===== src/rtl/seq_det_pkg.sv =====
// seq_det_pkg: shared state encoding and default sizes for the programmable sequence detector.
package seq_det_pkg;
    localparam int DEF_MAX_LEN = 8;
    localparam int DEF_CNT_W   = 8;
    typedef enum logic [1:0] {
        ST_IDLE  = 2'd0,
        ST_ARMED = 2'd1,
        ST_DONE  = 2'd2
    } state_e;
endpackage


===== src/rtl/seq_match_core.sv =====
// seq_match_core: shift history, saturating fill count and masked pattern compare with a combinational hit.
module seq_match_core
    import seq_det_pkg::*;
#(
    parameter int MAX_LEN = DEF_MAX_LEN,
    parameter int LEN_W   = $clog2(MAX_LEN + 1)
) (
    input  logic               clk,
    input  logic               rst,
    input  logic               clear_i,
    input  logic               sample_i,
    input  logic               bit_i,
    input  logic [MAX_LEN-1:0] pattern_i,
    input  logic [LEN_W-1:0]   len_i,
    input  logic               overlap_i,
    output logic               hit_o
);
    logic [MAX_LEN-1:0] hist_q, hist_d, mask;
    logic [LEN_W-1:0]   fill_q, fill_d;
    logic [LEN_W:0]     fill_inc;
    always_comb begin
        hist_d   = {hist_q[MAX_LEN-2:0], bit_i};
        mask     = ~({MAX_LEN{1'b1}} << len_i);
        fill_inc = {1'b0, fill_q} + (LEN_W + 1)'(1);
        hit_o    = sample_i && (fill_inc >= {1'b0, len_i}) && (((hist_d ^ pattern_i) & mask) == '0);
        // Non-overlapping mode drops the completing bit from the next candidate
        fill_d   = (hit_o && !overlap_i) ? '0 :
                   (fill_q == LEN_W'(MAX_LEN)) ? fill_q : fill_inc[LEN_W-1:0];
    end
    always_ff @(posedge clk) begin
        if (rst || clear_i) begin
            hist_q <= '0;
            fill_q <= '0;
        end else if (sample_i) begin
            hist_q <= hist_d;
            fill_q <= fill_d;
        end
    end
endmodule


===== src/rtl/seq_detect_ctrl.sv =====
// seq_detect_ctrl: run-time programmable serial pattern detector with config/arm/count/done controller.
module seq_detect_ctrl
    import seq_det_pkg::*;
#(
    parameter int MAX_LEN = DEF_MAX_LEN,
    parameter int CNT_W   = DEF_CNT_W,
    localparam int LEN_W  = $clog2(MAX_LEN + 1)
) (
    input  logic               clk,
    input  logic               rst,
    input  logic               cfg_valid,
    output logic               cfg_ready,
    input  logic [MAX_LEN-1:0] cfg_pattern,
    input  logic [LEN_W-1:0]   cfg_len,
    input  logic               cfg_overlap,
    input  logic [CNT_W-1:0]   cfg_target,
    input  logic               start,
    input  logic               abort,
    input  logic               in_valid,
    input  logic               in,
    output logic               match,
    output logic [CNT_W-1:0]   match_cnt,
    output logic               busy,
    output logic               done,
    output logic               cfg_err
);
    state_e             state_q, state_d;
    logic [MAX_LEN-1:0] pat_q;
    logic [LEN_W-1:0]   len_q;
    logic               ovl_q, cfg_ok_q, cfg_err_q, match_q, match_d;
    logic [CNT_W-1:0]   tgt_q, cnt_q, cnt_d, cnt_inc;
    logic               cfg_hs, cfg_legal, arm, sample, hit;
    assign cfg_ready = state_q != ST_ARMED;
    assign busy      = state_q == ST_ARMED;
    assign done      = state_q == ST_DONE;
    assign match     = match_q;
    assign match_cnt = cnt_q;
    assign cfg_err   = cfg_err_q;
    assign cfg_hs    = cfg_valid && cfg_ready;
    assign cfg_legal = (cfg_len != '0) && (cfg_len <= LEN_W'(MAX_LEN));
    assign arm       = start && !abort && cfg_ok_q && (state_q != ST_ARMED);
    assign sample    = (state_q == ST_ARMED) && in_valid && !abort;
    seq_match_core #(.MAX_LEN(MAX_LEN), .LEN_W(LEN_W)) u_core (
        .clk       (clk),
        .rst       (rst),
        .clear_i   (arm),
        .sample_i  (sample),
        .bit_i     (in),
        .pattern_i (pat_q),
        .len_i     (len_q),
        .overlap_i (ovl_q),
        .hit_o     (hit)
    );
    always_comb begin
        cnt_inc = (cnt_q == '1) ? cnt_q : cnt_q + CNT_W'(1);
        match_d = hit;
        cnt_d   = (arm || (cfg_hs && cfg_legal)) ? '0 : hit ? cnt_inc : cnt_q;
        state_d = abort ? ST_IDLE :
                  arm ? ST_ARMED :
                  (hit && tgt_q != '0 && cnt_inc == tgt_q) ? ST_DONE :
                  (cfg_hs && state_q == ST_DONE) ? ST_IDLE : state_q;
    end
    always_ff @(posedge clk) begin
        if (rst) begin
            state_q   <= ST_IDLE;
            cnt_q     <= '0;
            match_q   <= 1'b0;
            pat_q     <= '0;
            len_q     <= '0;
            ovl_q     <= 1'b0;
            tgt_q     <= '0;
            cfg_ok_q  <= 1'b0;
            cfg_err_q <= 1'b0;
        end else begin
            state_q <= state_d;
            cnt_q   <= cnt_d;
            match_q <= match_d;
            if (cfg_hs && cfg_legal) begin
                pat_q     <= cfg_pattern;
                len_q     <= cfg_len;
                ovl_q     <= cfg_overlap;
                tgt_q     <= cfg_target;
                cfg_ok_q  <= 1'b1;
                cfg_err_q <= 1'b0;
            end else if (cfg_hs) begin
                cfg_err_q <= 1'b1;
            end
        end
    end
endmodule

===== config.mk =====
export PLATFORM = sky130hd
export DESIGN_NAME = seq_detect_ctrl
export DESIGN_NICKNAME = d
export VERILOG_FILES = /design/src/rtl/seq_det_pkg.sv /design/src/rtl/seq_match_core.sv /design/src/rtl/seq_detect_ctrl.sv
export SDC_FILE = /design/constraint.sdc
export NUM_CORES = 1
export LEC_CHECK = 0
export ABC_CLOCK_PERIOD_IN_PS = 2230
export CAP_MARGIN = 10
export CORE_ASPECT_RATIO = 0.6
export CORE_MARGIN = 2
export CORE_UTILIZATION = 48
export DETAILED_ROUTE_END_ITERATION = 6
export GPL_TIMING_DRIVEN = 0
export PLACE_DENSITY = 0.85
export SLEW_MARGIN = 30
export SYNTH_ARGS = -nofsm -noshare
export SYNTH_HDL_FRONTEND = slang
export SYNTH_HIERARCHICAL = 1
export SYNTH_SLANG_ARGS = --single-unit

===== constraint.sdc =====
create_clock -name clk -period 2.23 [get_ports clk]
set_clock_uncertainty 0.1 [all_clocks]
set_input_delay 0.446 -clock clk [delete_from_list [all_inputs] [get_ports clk]]
set_output_delay 0.446 -clock clk [all_outputs]
set_load 0.01 [all_outputs]

==> flow_metrics.tcl, run 1 <==
set metrics [dict create \
    whs_ps 377.6 \
    worst_setup_path_end_kind "flip-flop" \
    holdPathStages 2 \
    rrSetupSlack_ps -240 \
    fin_ws_ps -243.2 \
    timing.rr.start "u_core/fill_q[0]" \
    layout_commonest_cell "nand2_1" \
    cp.arrival_ps 2620 \
    post-dp-hpwl_um 4821 \
    crit_type "flip-flop to flip-flop" \
    multi_input_area_um2 1550 \
    ios 41 \
    tritoncts "built" \
    avgSynthCellArea_um2 8.232 \
    hold_path_end "pat_q[5]" \
    synth_area_um2 2502 \
    antenna_cells 0 \
    fin_crit_ps 2473 \
    grt_first_pass_wirelength_um 10520 \
    hold_start "pat_q[5]" \
    seq_area_um2 915.9 \
    cp_max_fo 4 \
    fp.dieArea_um2 5826 \
    ys_types 53 \
    synth-seq-cells 45 \
    die_x_um 97.22 \
    final_area_um2 3306 \
    ir_drop_v 0.0003706 \
    gp_routability_congestion 0.9062 \
    drtPass1Iterations 4 \
    wl_per_cell_um 15.62 \
    overflow 0 \
    finalMaxSlewViolations 0 \
    synth_nets 339 \
    fin_cells 428 \
    cap_violations 0 \
    grt_max_degree 17 \
    antenna_found_initial 0 \
    setup_viol 7 \
    area_growth_pct 32.10 \
    fin_nets 396 \
    tightest_slew_ps 589.9 \
    ff2ff_path_depth 13 \
    dieHeight_um 59.93 \
    layout-drive-gt1-share 0.1989 \
    grt_pass1_vias 2165 \
    drt-initial-drc-count 185 \
    syn_inst 304 \
    startpoint_type "flip-flop" \
    drc 0 \
    core-area_um2 5030 \
    cts_max_level 2 \
    rows 20 \
    power_density_nw_per_um2 494.7 \
    start_util 0.4975 \
    cts_buffers 5 \
    clk_latency_ps 320 \
    cts-root-buf "clkbuf_8" \
    status "complete, but fails checks" \
    ant_nets 0 \
    yosys_most_used_dff "dfxtp_1" \
    synth-edff-count 0 \
    rsz0062_at_grt "true" \
    dpl-instance-area_um2 2998 \
    hold_viol 0 \
    cts.clk_slew.worst_paths_ps 90 \
    hp-class "flip-flop to flip-flop" \
    clock_sinks 45 \
    max-clock-path-buffers 2 \
    failed_checks "negative setup slack" \
    reg2reg_to "u_core/fill_q[3]" \
    n_fill_cell 397 \
    wirelength_um 6685 \
    p_leak_uw 0.001232 \
    fin_tns_setup_ps -1234 \
    dp_cells 410 \
    yosysSeqAreaShare 0.3600 \
    async_flop_share 0 \
    grt.total_usage 0.2310 \
    crit_required_ps 2380 \
    via_per_inst 5.554 \
    slew-limit-headroom 0.6017 \
    final.period_utilization 1.109 \
    clock.fmax_mhz 404.3 \
    yosys_warnings 6 \
    mostFrequentLayoutCells "50 x nand2_1, 39 x dfxtp_1, 37 x clkdlybuf4s50_1" \
    dr_total_vias 2377 \
    port_buffers 40 \
]
==> synthesized netlist by cell type, types with 2 or more instances <==
cell type  instances  area (um^2)
o21ai_0            6        30.03
mux2i_1           12        120.1
and4_1             2        17.52
nor4_1             2        12.51
o21ai_1            2        10.01
a21oi_1           33        165.2
buf_4              3        22.52
o221ai_1           2        17.52
nor2b_1            3        18.77
and4_2             2        20.02
nand3_1           12        60.06
nor3b_1            2        15.01
nor2_1            22        82.58
xor2_1             8        70.07
buf_6              7        78.83
and3_1             3        18.77
xnor2_1           14        122.6
nor3_1             4        20.02
and2_1             2        12.51
dfxtp_1           45        900.9
nand4_1            3        18.77
nand2_1           51        191.4
nand2b_1           5        31.28
o2111ai_1          2        17.52
clkbuf_1           8        30.03
ha_1               7        87.58
nor3_2             2        20.02
and3_2             3        22.52
a31oi_1            2        12.51
inv_1             12        45.04
==> where the power goes <==
group / switching (uW) / internal (uW) / total, uW
clock network: 317 / 227 / 544
registers: 27.7 / 824 / 852
logic: 115 / 124 / 240
==> flip-flops by register name (all words and copies together) (netlist names) <==
register and flops:
cfg_err 1, cfg_ok_q 1, len_q 4, match 1
match_cnt 8, ovl_q 1, pat_q 8, state_q 2
tgt_q 8, u_core/fill_q 4, u_core/hist_q 7
==> how the worst max path moves through the flow <==
stage	startpoint	to	slack, ps	depth (start not counted)
floorplan	u_core/fill_q[0]	state_q[0]	30	10
global placement	abort	state_q[0]	-610	9
global route	u_core/fill_q[1]	state_q[0]	-320	10
CTS	state_q[1]	state_q[0]	-290	9
finish	u_core/fill_q[0]	u_core/fill_q[3]	-240	13
detailed placement	abort	state_q[0]	-670	9
==> layout make-up <==
type / instances / area share
inverter: 12 / 0.01363
multi-input combinational: 228 / 0.4690
clock inverter: 3 / 0.007570
tap: 66 / 0.02498
buffer: 17 / 0.03974
timing repair buffer: 52 / 0.1472
sequential: 45 / 0.2771
clock buffer: 5 / 0.02082
==> per-layer routing <==
layer  vias up  routed length (um)  GRT usage
met3        16                 587    0.04912
met4         0                  89    0.05754
met2        98                2863     0.3601
li1       1159                   -          -
met5         -                   0          0
met1      1104                3144     0.3312
==> worst max-delay path: stages, from the launching register on <==
cell      delay (ps)
dfxtp_4          400
inv_2             70
ha_4             280
ha_4             190
a211oi_2         250
o21ai_2          100
buf_4            150
buf_4            120
buf_4            120
buf_4            130
buf_4            120
nand4b_1         160
nand3_1          100
a21oi_1          130
==> timing repair <==
action / in CTS / in global routing
hold buffers: 0 / 0
buffers inserted: 11 / 1
pin swaps: 10 / 12
resized for setup: 19 / 15
endpoints found under the setup margin: 15 / 22
==> logic make-up after synthesis <==
kind of cell / Yosys count / share of synthesized area
mux: 12 / 0.04800
flops: 45 / 0.3600
fa+ha+maj: 7 / 0.03500
xor+xnor: 22 / 0.07700
buf+inv: 31 / 0.07250
compound gates: 60 / 0.1540
simple gates: 127 / 0.2535
==> metrics by stage <==
step | utilization | setup slack, ps | power (uW)
after global placement | 0.5960 | -614.0 | 1068
after floorplan | - | 32.74 | 980.2
final | 0.6572 | -243.2 | 1635
after detailed placement | 0.5960 | -671.3 | 1076
after CTS | 0.6410 | -285.2 | 1623
after global routing | 0.6572 | -321.7 | 1701
Note: power is estimated with default switching activity, not from simulation.
==> run 2: changes to the inputs <==
HOLD_SLACK_MARGIN = 0.1   (was unset)
==> results of run 2 <==
Final layout, timing and power as in run 1 (identical DEF).
